File: src/rtl/ysyx_22050598_axi_arbiter_pkg.sv
// Shared types and AXI constants for the IF/LS AXI arbiter.
// Round-robin arbitration is enabled by defining YSYX_22050598_AXI_ARB_RR_EN.
package ysyx_22050598_axi_arbiter_pkg;

  typedef enum logic [2:0] {
    ST_IDLE = 3'd0,
    ST_AR   = 3'd1,
    ST_R    = 3'd2,
    ST_AWW  = 3'd3,
    ST_B    = 3'd4
  } arb_state_e;

  localparam int         IDW        = 4;
  localparam logic [1:0] BURST_INCR = 2'b01;
  localparam logic [1:0] RESP_OKAY  = 2'b00;
  localparam logic [3:0] ID_IF      = 4'd0;
  localparam logic [3:0] ID_LS      = 4'd1;

  function automatic logic resp_err(input logic [1:0] resp);
    return (resp != RESP_OKAY);
  endfunction

endpackage

File: src/rtl/ysyx_22050598_axi_arbiter_if.sv
// AXI4 master bus shared by the IF and LS units; master modport faces the arbiter.
interface ysyx_22050598_axi_arbiter_if #(
  parameter int AW = 64,
  parameter int DW = 64
) ();
  import ysyx_22050598_axi_arbiter_pkg::*;

  logic [IDW-1:0]  awid;
  logic [AW-1:0]   awaddr;
  logic [7:0]      awlen;
  logic [2:0]      awsize;
  logic [1:0]      awburst;
  logic            awlock;
  logic [3:0]      awcache;
  logic [2:0]      awprot;
  logic [3:0]      awqos;
  logic            awvalid;
  logic            awready;
  logic [DW-1:0]   wdata;
  logic [DW/8-1:0] wstrb;
  logic            wlast;
  logic            wvalid;
  logic            wready;
  logic [IDW-1:0]  bid;
  logic [1:0]      bresp;
  logic            bvalid;
  logic            bready;
  logic [IDW-1:0]  arid;
  logic [AW-1:0]   araddr;
  logic [7:0]      arlen;
  logic [2:0]      arsize;
  logic [1:0]      arburst;
  logic            arlock;
  logic [3:0]      arcache;
  logic [2:0]      arprot;
  logic [3:0]      arqos;
  logic            arvalid;
  logic            arready;
  logic [IDW-1:0]  rid;
  logic [DW-1:0]   rdata;
  logic [1:0]      rresp;
  logic            rlast;
  logic            rvalid;
  logic            rready;

  modport master (
    output awid, awaddr, awlen, awsize, awburst, awlock, awcache, awprot, awqos, awvalid,
    input  awready,
    output wdata, wstrb, wlast, wvalid,
    input  wready,
    input  bid, bresp, bvalid,
    output bready,
    output arid, araddr, arlen, arsize, arburst, arlock, arcache, arprot, arqos, arvalid,
    input  arready,
    input  rid, rdata, rresp, rlast, rvalid,
    output rready
  );

  modport slave (
    input  awid, awaddr, awlen, awsize, awburst, awlock, awcache, awprot, awqos, awvalid,
    output awready,
    input  wdata, wstrb, wlast, wvalid,
    output wready,
    output bid, bresp, bvalid,
    input  bready,
    input  arid, araddr, arlen, arsize, arburst, arlock, arcache, arprot, arqos, arvalid,
    output arready,
    output rid, rdata, rresp, rlast, rvalid,
    input  rready
  );

endinterface

File: src/rtl/ysyx_22050598_axi_arbiter_arb_sel.sv
// One-hot grant selection {ls, if}; round-robin when YSYX_22050598_AXI_ARB_RR_EN
// is defined, otherwise fixed LS-over-IF priority.
module ysyx_22050598_arb_sel (
`ifdef YSYX_22050598_AXI_ARB_RR_EN
  input  logic       ptr_ls_i,
`endif
  input  logic       if_req_i,
  input  logic       ls_req_i,
  output logic [1:0] grant_o
);

  // Pick one requester; contention is resolved by the pointer or fixed priority.
  always_comb begin
    grant_o = 2'b00;
    if (ls_req_i && if_req_i) begin
`ifdef YSYX_22050598_AXI_ARB_RR_EN
      grant_o = ptr_ls_i ? 2'b10 : 2'b01;
`else
      grant_o = 2'b10;
`endif
    end else if (ls_req_i) begin
      grant_o = 2'b10;
    end else if (if_req_i) begin
      grant_o = 2'b01;
    end else begin
      grant_o = 2'b00;
    end
  end

endmodule

File: src/rtl/ysyx_22050598_axi_arbiter.sv
// Shares one AXI4 master port between IF reads and LS reads/writes, one single-beat
// transaction at a time. YSYX_22050598_AXI_ARB_RR_EN selects round-robin arbitration.
module ysyx_22050598_axi_arbiter
  import ysyx_22050598_axi_arbiter_pkg::*;
#(
  parameter int AW = 64,
  parameter int DW = 64
) (
  input  logic                clk,
  input  logic                rst,
  input  logic                if_req,
  input  logic [AW-1:0]       if_addr,
  input  logic [2:0]          if_size,
  output logic [DW-1:0]       if_rdata,
  output logic                if_done,
  output logic                if_err,
  input  logic                ls_req,
  input  logic                ls_we,
  input  logic [AW-1:0]       ls_addr,
  input  logic [2:0]          ls_size,
  input  logic [DW-1:0]       ls_wdata,
  input  logic [DW/8-1:0]     ls_wstrb,
  output logic [DW-1:0]       ls_rdata,
  output logic                ls_done,
  output logic                ls_err,
  ysyx_22050598_axi_arbiter_if.master m_axi
);

  arb_state_e      state_q, state_d;
  logic            grant_ls_q, grant_ls_d;
  logic [AW-1:0]   addr_q, addr_d;
  logic [2:0]      size_q, size_d;
  logic [DW-1:0]   wdata_q, wdata_d;
  logic [DW/8-1:0] wstrb_q, wstrb_d;
  logic            arvalid_q, arvalid_d;
  logic            rready_q, rready_d;
  logic            awvalid_q, awvalid_d;
  logic            wvalid_q, wvalid_d;
  logic            bready_q, bready_d;
  logic [DW-1:0]   if_rdata_q, if_rdata_d;
  logic [DW-1:0]   ls_rdata_q, ls_rdata_d;
  logic            if_done_q, if_done_d;
  logic            ls_done_q, ls_done_d;
  logic            if_err_q, if_err_d;
  logic            ls_err_q, ls_err_d;
  logic [1:0]      grant_s;
  logic            aw_ok_s;
  logic            w_ok_s;
  logic            unused_axi_s;

`ifdef YSYX_22050598_AXI_ARB_RR_EN
  logic            ptr_ls_q, ptr_ls_d;

  ysyx_22050598_arb_sel u_sel (
    .ptr_ls_i (ptr_ls_q),
    .if_req_i (if_req),
    .ls_req_i (ls_req),
    .grant_o  (grant_s)
  );
`else
  ysyx_22050598_arb_sel u_sel (
    .if_req_i (if_req),
    .ls_req_i (ls_req),
    .grant_o  (grant_s)
  );
`endif

  // A write channel counts as finished once its VALID has dropped or is handshaking now.
  assign aw_ok_s = !awvalid_q || m_axi.awready;
  assign w_ok_s  = !wvalid_q  || m_axi.wready;

  // Next-state and next-output computation for the transaction FSM.
  always_comb begin
    state_d    = state_q;
    grant_ls_d = grant_ls_q;
    addr_d     = addr_q;
    size_d     = size_q;
    wdata_d    = wdata_q;
    wstrb_d    = wstrb_q;
    arvalid_d  = arvalid_q;
    rready_d   = rready_q;
    awvalid_d  = awvalid_q;
    wvalid_d   = wvalid_q;
    bready_d   = bready_q;
    if_rdata_d = if_rdata_q;
    ls_rdata_d = ls_rdata_q;
    if_err_d   = if_err_q;
    ls_err_d   = ls_err_q;
    if_done_d  = 1'b0;
    ls_done_d  = 1'b0;
`ifdef YSYX_22050598_AXI_ARB_RR_EN
    ptr_ls_d   = ptr_ls_q;
`endif
    case (state_q)
      ST_IDLE: begin
        // Requests seen during a done cycle are ignored to avoid a double grant.
        if (!(if_done_q || ls_done_q) && (grant_s != 2'b00)) begin
          grant_ls_d = grant_s[1];
          addr_d     = grant_s[1] ? ls_addr : if_addr;
          size_d     = grant_s[1] ? ls_size : if_size;
          wdata_d    = ls_wdata;
          wstrb_d    = ls_wstrb;
`ifdef YSYX_22050598_AXI_ARB_RR_EN
          ptr_ls_d   = !grant_s[1];
`endif
          if (grant_s[1] && ls_we) begin
            state_d   = ST_AWW;
            awvalid_d = 1'b1;
            wvalid_d  = 1'b1;
          end else begin
            state_d   = ST_AR;
            arvalid_d = 1'b1;
          end
        end else begin
          state_d = ST_IDLE;
        end
      end
      ST_AR: begin
        if (m_axi.arready) begin
          state_d   = ST_R;
          arvalid_d = 1'b0;
          rready_d  = 1'b1;
        end else begin
          state_d = ST_AR;
        end
      end
      ST_R: begin
        if (m_axi.rvalid) begin
          state_d  = ST_IDLE;
          rready_d = 1'b0;
          if (grant_ls_q) begin
            ls_rdata_d = m_axi.rdata;
            ls_err_d   = resp_err(m_axi.rresp);
            ls_done_d  = 1'b1;
          end else begin
            if_rdata_d = m_axi.rdata;
            if_err_d   = resp_err(m_axi.rresp);
            if_done_d  = 1'b1;
          end
        end else begin
          state_d = ST_R;
        end
      end
      ST_AWW: begin
        awvalid_d = awvalid_q && !m_axi.awready;
        wvalid_d  = wvalid_q  && !m_axi.wready;
        if (aw_ok_s && w_ok_s) begin
          state_d  = ST_B;
          bready_d = 1'b1;
        end else begin
          state_d = ST_AWW;
        end
      end
      ST_B: begin
        if (m_axi.bvalid) begin
          state_d   = ST_IDLE;
          bready_d  = 1'b0;
          ls_err_d  = resp_err(m_axi.bresp);
          ls_done_d = 1'b1;
        end else begin
          state_d = ST_B;
        end
      end
      default: begin
        state_d   = ST_IDLE;
        arvalid_d = 1'b0;
        rready_d  = 1'b0;
        awvalid_d = 1'b0;
        wvalid_d  = 1'b0;
        bready_d  = 1'b0;
      end
    endcase
  end

  // State, latched request payload and all registered outputs.
  always_ff @(posedge clk or negedge rst) begin
    if (!rst) begin
      state_q    <= ST_IDLE;
      grant_ls_q <= 1'b0;
      addr_q     <= '0;
      size_q     <= 3'd0;
      wdata_q    <= '0;
      wstrb_q    <= '0;
      arvalid_q  <= 1'b0;
      rready_q   <= 1'b0;
      awvalid_q  <= 1'b0;
      wvalid_q   <= 1'b0;
      bready_q   <= 1'b0;
      if_rdata_q <= '0;
      ls_rdata_q <= '0;
      if_done_q  <= 1'b0;
      ls_done_q  <= 1'b0;
      if_err_q   <= 1'b0;
      ls_err_q   <= 1'b0;
`ifdef YSYX_22050598_AXI_ARB_RR_EN
      ptr_ls_q   <= 1'b1;
`endif
    end else begin
      state_q    <= state_d;
      grant_ls_q <= grant_ls_d;
      addr_q     <= addr_d;
      size_q     <= size_d;
      wdata_q    <= wdata_d;
      wstrb_q    <= wstrb_d;
      arvalid_q  <= arvalid_d;
      rready_q   <= rready_d;
      awvalid_q  <= awvalid_d;
      wvalid_q   <= wvalid_d;
      bready_q   <= bready_d;
      if_rdata_q <= if_rdata_d;
      ls_rdata_q <= ls_rdata_d;
      if_done_q  <= if_done_d;
      ls_done_q  <= ls_done_d;
      if_err_q   <= if_err_d;
      ls_err_q   <= ls_err_d;
`ifdef YSYX_22050598_AXI_ARB_RR_EN
      ptr_ls_q   <= ptr_ls_d;
`endif
    end
  end

  assign if_rdata = if_rdata_q;
  assign if_done  = if_done_q;
  assign if_err   = if_err_q;
  assign ls_rdata = ls_rdata_q;
  assign ls_done  = ls_done_q;
  assign ls_err   = ls_err_q;

  assign m_axi.arid    = grant_ls_q ? ID_LS : ID_IF;
  assign m_axi.araddr  = addr_q;
  assign m_axi.arlen   = 8'd0;
  assign m_axi.arsize  = size_q;
  assign m_axi.arburst = BURST_INCR;
  assign m_axi.arlock  = 1'b0;
  assign m_axi.arcache = 4'd0;
  assign m_axi.arprot  = 3'd0;
  assign m_axi.arqos   = 4'd0;
  assign m_axi.arvalid = arvalid_q;
  assign m_axi.rready  = rready_q;
  assign m_axi.awid    = ID_LS;
  assign m_axi.awaddr  = addr_q;
  assign m_axi.awlen   = 8'd0;
  assign m_axi.awsize  = size_q;
  assign m_axi.awburst = BURST_INCR;
  assign m_axi.awlock  = 1'b0;
  assign m_axi.awcache = 4'd0;
  assign m_axi.awprot  = 3'd0;
  assign m_axi.awqos   = 4'd0;
  assign m_axi.awvalid = awvalid_q;
  assign m_axi.wdata   = wdata_q;
  assign m_axi.wstrb   = wstrb_q;
  assign m_axi.wlast   = 1'b1;
  assign m_axi.wvalid  = wvalid_q;
  assign m_axi.bready  = bready_q;

  // Every read is single-beat and only one transaction is in flight, so RLAST and IDs carry no information.
  assign unused_axi_s = &{1'b0, m_axi.rlast, m_axi.rid, m_axi.bid};

endmodule

File: src/flat_wrapper.sv
// flat-port wrapper written by rule: the top's interface ports become plain ports
module ysyx_22050598_axi_arbiter_flat import ysyx_22050598_axi_arbiter_pkg::*;
#(
  parameter int AW = 64,
  parameter int DW = 64
)
  (clk, rst, if_req, if_addr, if_size, if_rdata, if_done, if_err, ls_req, ls_we, ls_addr, ls_size, ls_wdata, ls_wstrb, ls_rdata, ls_done, ls_err, m_axi_awid, m_axi_awaddr, m_axi_awlen, m_axi_awsize, m_axi_awburst, m_axi_awlock, m_axi_awcache, m_axi_awprot, m_axi_awqos, m_axi_awvalid, m_axi_awready, m_axi_wdata, m_axi_wstrb, m_axi_wlast, m_axi_wvalid, m_axi_wready, m_axi_bid, m_axi_bresp, m_axi_bvalid, m_axi_bready, m_axi_arid, m_axi_araddr, m_axi_arlen, m_axi_arsize, m_axi_arburst, m_axi_arlock, m_axi_arcache, m_axi_arprot, m_axi_arqos, m_axi_arvalid, m_axi_arready, m_axi_rid, m_axi_rdata, m_axi_rresp, m_axi_rlast, m_axi_rvalid, m_axi_rready);
  ysyx_22050598_axi_arbiter_if #(.AW(AW), .DW(DW)) m_axi_i ();
  input  logic clk;
  input  logic rst;
  input  logic if_req;
  input  logic [AW-1:0] if_addr;
  input  logic [2:0] if_size;
  output logic [DW-1:0] if_rdata;
  output logic if_done;
  output logic if_err;
  input  logic ls_req;
  input  logic ls_we;
  input  logic [AW-1:0] ls_addr;
  input  logic [2:0] ls_size;
  input  logic [DW-1:0] ls_wdata;
  input  logic [DW/8-1:0] ls_wstrb;
  output logic [DW-1:0] ls_rdata;
  output logic ls_done;
  output logic ls_err;
  output wire logic [$bits(m_axi_i.awid)-1:0] m_axi_awid;
  output wire logic [$bits(m_axi_i.awaddr)-1:0] m_axi_awaddr;
  output wire logic [$bits(m_axi_i.awlen)-1:0] m_axi_awlen;
  output wire logic [$bits(m_axi_i.awsize)-1:0] m_axi_awsize;
  output wire logic [$bits(m_axi_i.awburst)-1:0] m_axi_awburst;
  output wire logic [$bits(m_axi_i.awlock)-1:0] m_axi_awlock;
  output wire logic [$bits(m_axi_i.awcache)-1:0] m_axi_awcache;
  output wire logic [$bits(m_axi_i.awprot)-1:0] m_axi_awprot;
  output wire logic [$bits(m_axi_i.awqos)-1:0] m_axi_awqos;
  output wire logic [$bits(m_axi_i.awvalid)-1:0] m_axi_awvalid;
  input wire logic [$bits(m_axi_i.awready)-1:0] m_axi_awready;
  output wire logic [$bits(m_axi_i.wdata)-1:0] m_axi_wdata;
  output wire logic [$bits(m_axi_i.wstrb)-1:0] m_axi_wstrb;
  output wire logic [$bits(m_axi_i.wlast)-1:0] m_axi_wlast;
  output wire logic [$bits(m_axi_i.wvalid)-1:0] m_axi_wvalid;
  input wire logic [$bits(m_axi_i.wready)-1:0] m_axi_wready;
  input wire logic [$bits(m_axi_i.bid)-1:0] m_axi_bid;
  input wire logic [$bits(m_axi_i.bresp)-1:0] m_axi_bresp;
  input wire logic [$bits(m_axi_i.bvalid)-1:0] m_axi_bvalid;
  output wire logic [$bits(m_axi_i.bready)-1:0] m_axi_bready;
  output wire logic [$bits(m_axi_i.arid)-1:0] m_axi_arid;
  output wire logic [$bits(m_axi_i.araddr)-1:0] m_axi_araddr;
  output wire logic [$bits(m_axi_i.arlen)-1:0] m_axi_arlen;
  output wire logic [$bits(m_axi_i.arsize)-1:0] m_axi_arsize;
  output wire logic [$bits(m_axi_i.arburst)-1:0] m_axi_arburst;
  output wire logic [$bits(m_axi_i.arlock)-1:0] m_axi_arlock;
  output wire logic [$bits(m_axi_i.arcache)-1:0] m_axi_arcache;
  output wire logic [$bits(m_axi_i.arprot)-1:0] m_axi_arprot;
  output wire logic [$bits(m_axi_i.arqos)-1:0] m_axi_arqos;
  output wire logic [$bits(m_axi_i.arvalid)-1:0] m_axi_arvalid;
  input wire logic [$bits(m_axi_i.arready)-1:0] m_axi_arready;
  input wire logic [$bits(m_axi_i.rid)-1:0] m_axi_rid;
  input wire logic [$bits(m_axi_i.rdata)-1:0] m_axi_rdata;
  input wire logic [$bits(m_axi_i.rresp)-1:0] m_axi_rresp;
  input wire logic [$bits(m_axi_i.rlast)-1:0] m_axi_rlast;
  input wire logic [$bits(m_axi_i.rvalid)-1:0] m_axi_rvalid;
  output wire logic [$bits(m_axi_i.rready)-1:0] m_axi_rready;
  assign m_axi_awid = m_axi_i.awid;
  assign m_axi_awaddr = m_axi_i.awaddr;
  assign m_axi_awlen = m_axi_i.awlen;
  assign m_axi_awsize = m_axi_i.awsize;
  assign m_axi_awburst = m_axi_i.awburst;
  assign m_axi_awlock = m_axi_i.awlock;
  assign m_axi_awcache = m_axi_i.awcache;
  assign m_axi_awprot = m_axi_i.awprot;
  assign m_axi_awqos = m_axi_i.awqos;
  assign m_axi_awvalid = m_axi_i.awvalid;
  assign m_axi_i.awready = m_axi_awready;
  assign m_axi_wdata = m_axi_i.wdata;
  assign m_axi_wstrb = m_axi_i.wstrb;
  assign m_axi_wlast = m_axi_i.wlast;
  assign m_axi_wvalid = m_axi_i.wvalid;
  assign m_axi_i.wready = m_axi_wready;
  assign m_axi_i.bid = m_axi_bid;
  assign m_axi_i.bresp = m_axi_bresp;
  assign m_axi_i.bvalid = m_axi_bvalid;
  assign m_axi_bready = m_axi_i.bready;
  assign m_axi_arid = m_axi_i.arid;
  assign m_axi_araddr = m_axi_i.araddr;
  assign m_axi_arlen = m_axi_i.arlen;
  assign m_axi_arsize = m_axi_i.arsize;
  assign m_axi_arburst = m_axi_i.arburst;
  assign m_axi_arlock = m_axi_i.arlock;
  assign m_axi_arcache = m_axi_i.arcache;
  assign m_axi_arprot = m_axi_i.arprot;
  assign m_axi_arqos = m_axi_i.arqos;
  assign m_axi_arvalid = m_axi_i.arvalid;
  assign m_axi_i.arready = m_axi_arready;
  assign m_axi_i.rid = m_axi_rid;
  assign m_axi_i.rdata = m_axi_rdata;
  assign m_axi_i.rresp = m_axi_rresp;
  assign m_axi_i.rlast = m_axi_rlast;
  assign m_axi_i.rvalid = m_axi_rvalid;
  assign m_axi_rready = m_axi_i.rready;
  ysyx_22050598_axi_arbiter #(.AW(AW), .DW(DW)) u_core (.clk(clk), .rst(rst), .if_req(if_req), .if_addr(if_addr), .if_size(if_size), .if_rdata(if_rdata), .if_done(if_done), .if_err(if_err), .ls_req(ls_req), .ls_we(ls_we), .ls_addr(ls_addr), .ls_size(ls_size), .ls_wdata(ls_wdata), .ls_wstrb(ls_wstrb), .ls_rdata(ls_rdata), .ls_done(ls_done), .ls_err(ls_err), .m_axi(m_axi_i));
endmodule
File: config.mk
export PLATFORM = sky130hd
export DESIGN_NAME = ysyx_22050598_axi_arbiter_flat
export DESIGN_NICKNAME = d
export VERILOG_FILES = /design/src/rtl/ysyx_22050598_axi_arbiter_pkg.sv /design/src/rtl/ysyx_22050598_axi_arbiter_if.sv /design/src/rtl/ysyx_22050598_axi_arbiter_arb_sel.sv /design/src/rtl/ysyx_22050598_axi_arbiter.sv /design/src/flat_wrapper.sv
export SDC_FILE = /design/constraint.sdc
export NUM_CORES = 1
export LEC_CHECK = 0
export CAP_MARGIN = 20
export CORE_AREA = 3 3 268 270
export CTS_BUF_LIST = sky130_fd_sc_hd__clkbuf_8
export CTS_CLUSTER_SIZE = 40
export DETAILED_ROUTE_END_ITERATION = 8
export DIE_AREA = 0 0 271 273
export GPL_ROUTABILITY_DRIVEN = 0
export HOLD_SLACK_MARGIN = 0.15
export REMOVE_ABC_BUFFERS = 1
export SLEW_MARGIN = 20
export SYNTH_ARGS = -nofsm -noshare
export SYNTH_HDL_FRONTEND = slang
export SYNTH_HIERARCHICAL = 1
export SYNTH_SLANG_ARGS = --single-unit
File: constraint.sdc
create_clock -name clk -period 3.4 [get_ports clk]
set_input_delay 1.02 -clock clk [delete_from_list [all_inputs] [get_ports clk]]
set_output_delay 1.02 -clock clk [all_outputs]
set_load 0.02 [all_outputs]
==> metrics.txt <==
outcome=finished, final reports clean; DRT iter0 DRCs=196; logic gate share of total power=0.538; post-CTS setup buffers=0; reg2reg start=u_core/state_q[2]; Worst EP required=2380 ps; root buf cell=clkbuf_8; normalized max-slew margin=0.504; Resized cells post-CTS=0; Worst Path Buf+Inv=1; switching part of the total=0.378; total power=20.3 mW; Mapped Avg Cell Area=15.1 sq um; area leader, netlist=dfrtp_1; Synth top area share=0.555; first-pass GRT wire length=62100 um; CP Class=flip-flop to output port; Antenna Nets Post-Route=0; share of total power in the clock network=0.157; core area=69800 sq um; Final Util=0.292; origin of the worst setup path=u_core/m_axi.araddr[63]; P per Cell Area=998 nW/um^2; Max H-tree Level=2; Non-Filler Cell Area, Final=20400 sq um; GRT Overall Usage=0.108; placed instance count=2319; Setup WS pre-CTS=210 ps; Vert. Die Dim=273 um; area grow syn2layout=61.3%; yosys warns=6; I/O Pins=689; number of global-route vias before repair=9731; final setup fails=0; Wirelength per Cell=17.5 um; fin crit period=2780 ps; Max Cap Viol=0; most instantiated library cell after synthesis=dfrtp_1; setup tns final=0 ps; Die ar.=74000 sq um; Area after DPL=19400 sq um; Worst Hold Class=input port to async pin; vias post-DR=8808; Worst Setup Start Kind=flip-flop; layout cell share with drive strength beyond 1=0.295; crit-path leading delay family=buffers and inverters; CTS clk-pin slew, worst paths=60 ps; CP max FO=3; power share of the sequential group=0.305; Final Cycle Share=0.819; Synth Cell Area=12600 sq um; vias per cell=3.66; Synth Flop Type=dfrtp_1; top cells by area, synth=dfrtp_1 (55%), mux2_2 (24%), buf_4 (7.3%); total clock sinks=280; Initial Util=0.181; initial antenna violation count=4; largest net degree at the start of global routing=82; internal power=12.7 mW; Tightest Pin Transition=745 ps; Hold WS=432 ps; Slowest-stage cell, CP=clkdlybuf4s50_1; Critical Path AT=1760 ps; CP Capture Type=output port; site row count=97; CTS Hold Bufs=0; commonest cells in the netlist=dfrtp_1 (280), mux2_2 (270), buf_4 (123); Finished Layout Cells=2408; #FFs+latches synth=280; final hold vios=0; CTS tree=built; Clock Latency Late Sink=620 ps; filler instances=7083; unrepaired setup endpoints after global routing=no; Post-synth EDFFs=0; final wirelength=42100 um; P_sw=7.68 mW; input/output buffers=627; Nets=1724; Post-Syn Instances=836; Clock Path Buffers=3; leakage power=8.39 nW; fmax=359 MHz; count of cell types in the netlist=44; CTS Buf Count=50; clock skew=22.4 ps; Max Slew Vio Count=0; worst ir drop on vdd=0.529 mV; total iterations of the first detailed-routing run=4; DP HPWL=32600 um; DRC viols=0; Die W=271 um; PnR worst setup slack=616 ps; async set-reset flop share out of synthesis=1.00; crit-path cells=clkdlybuf4s50_1; sequential share of the synthesized area=0.555; grt total ovfl=0; CP max stage delay=790 ps
power groups by stage:
stage	clock (mW)	combinational, mW	sequential, mW
global route	3.51	11.5	6.44
detailed placement	0	11.1	6.25
finish	3.19	10.9	6.20
floorplan	0	3.03	8.60
CTS	3.37	11.1	6.23
global placement	0	11.0	6.17
per-layer routing:
layer / share of wire / up-vias / global-route usage
met3: 0.098 / 63 / 0.0436
li1: - / 3948 / -
met1: 0.36 / 4369 / 0.113
met2: 0.51 / 426 / 0.196
met5: 0.00021 / - / 0
met4: 0.029 / 2 / 0.0398
final timing paths:
check	end	slack (ps)	cells after the start
max	m_axi_awaddr[63]	620	1
min	u_core/m_axi.araddr[61]	430	1
max reg2reg	u_core/m_axi.wdata[10]	1260	4
min reg2reg	u_core/ls_rdata[6]	500	1
max in group asynchronous	u_core/m_axi.araddr[25]	2150	2
min in group clk	u_core/ls_rdata[6]	500	1
layout make-up:
class | count | area (sq um) | area share
clock buffer | 59 | 812 | 0.0399
clock inverter | 29 | 205 | 0.0101
tap | 940 | 1180 | 0.0577
inverter | 9 | 33.8 | 0.00166
antenna | 1 | 2.50 | 0.000123
sequential | 280 | 7010 | 0.344
multi-input combinational | 436 | 4540 | 0.223
timing repair buffer | 654 | 6590 | 0.324
flip-flops by register name, indices dropped and copies added, names as in the netlist, 3 cells and up:
signal	count
u_core/state_q	3
u_core/m_axi.araddr	64
u_core/ls_rdata	64
u_core/m_axi.wdata	64
u_core/m_axi.arsize	3
u_core/if_rdata	64
u_core/m_axi.wstrb	8
cells in the final DEF, fill, tap and decap left out, types with 2 or more instances in the layout:
| cell type | instances |
|---|---|
| a311oi_1 | 2 |
| buf_12 | 9 |
| mux2_2 | 270 |
| inv_1 | 28 |
| and2_1 | 2 |
| nand2_1 | 4 |
| dfrtp_1 | 280 |
| conb_1 | 52 |
| clkbuf_8 | 59 |
| nor2_1 | 3 |
| clkdlybuf4s50_1 | 625 |
| buf_4 | 19 |
| nor2b_1 | 4 |
| bufinv_16 | 2 |
| clkinv_8 | 3 |
| mux2_1 | 8 |
| o22ai_1 | 2 |
| clkinv_2 | 5 |
| a32o_1 | 2 |
| o21ai_0 | 4 |
| mux2_4 | 58 |
| a211oi_1 | 2 |
kinds of logic after synthesis:
logic type,share of synthesized area
flip-flops,0.555
AO/OA/AOI/OAI,0.0141
other,0.000595
multiplexers,0.317
buffers and inverters,0.101
AND/OR/NAND/NOR,0.0131
Note: power is estimated with default switching activity, not from simulation.
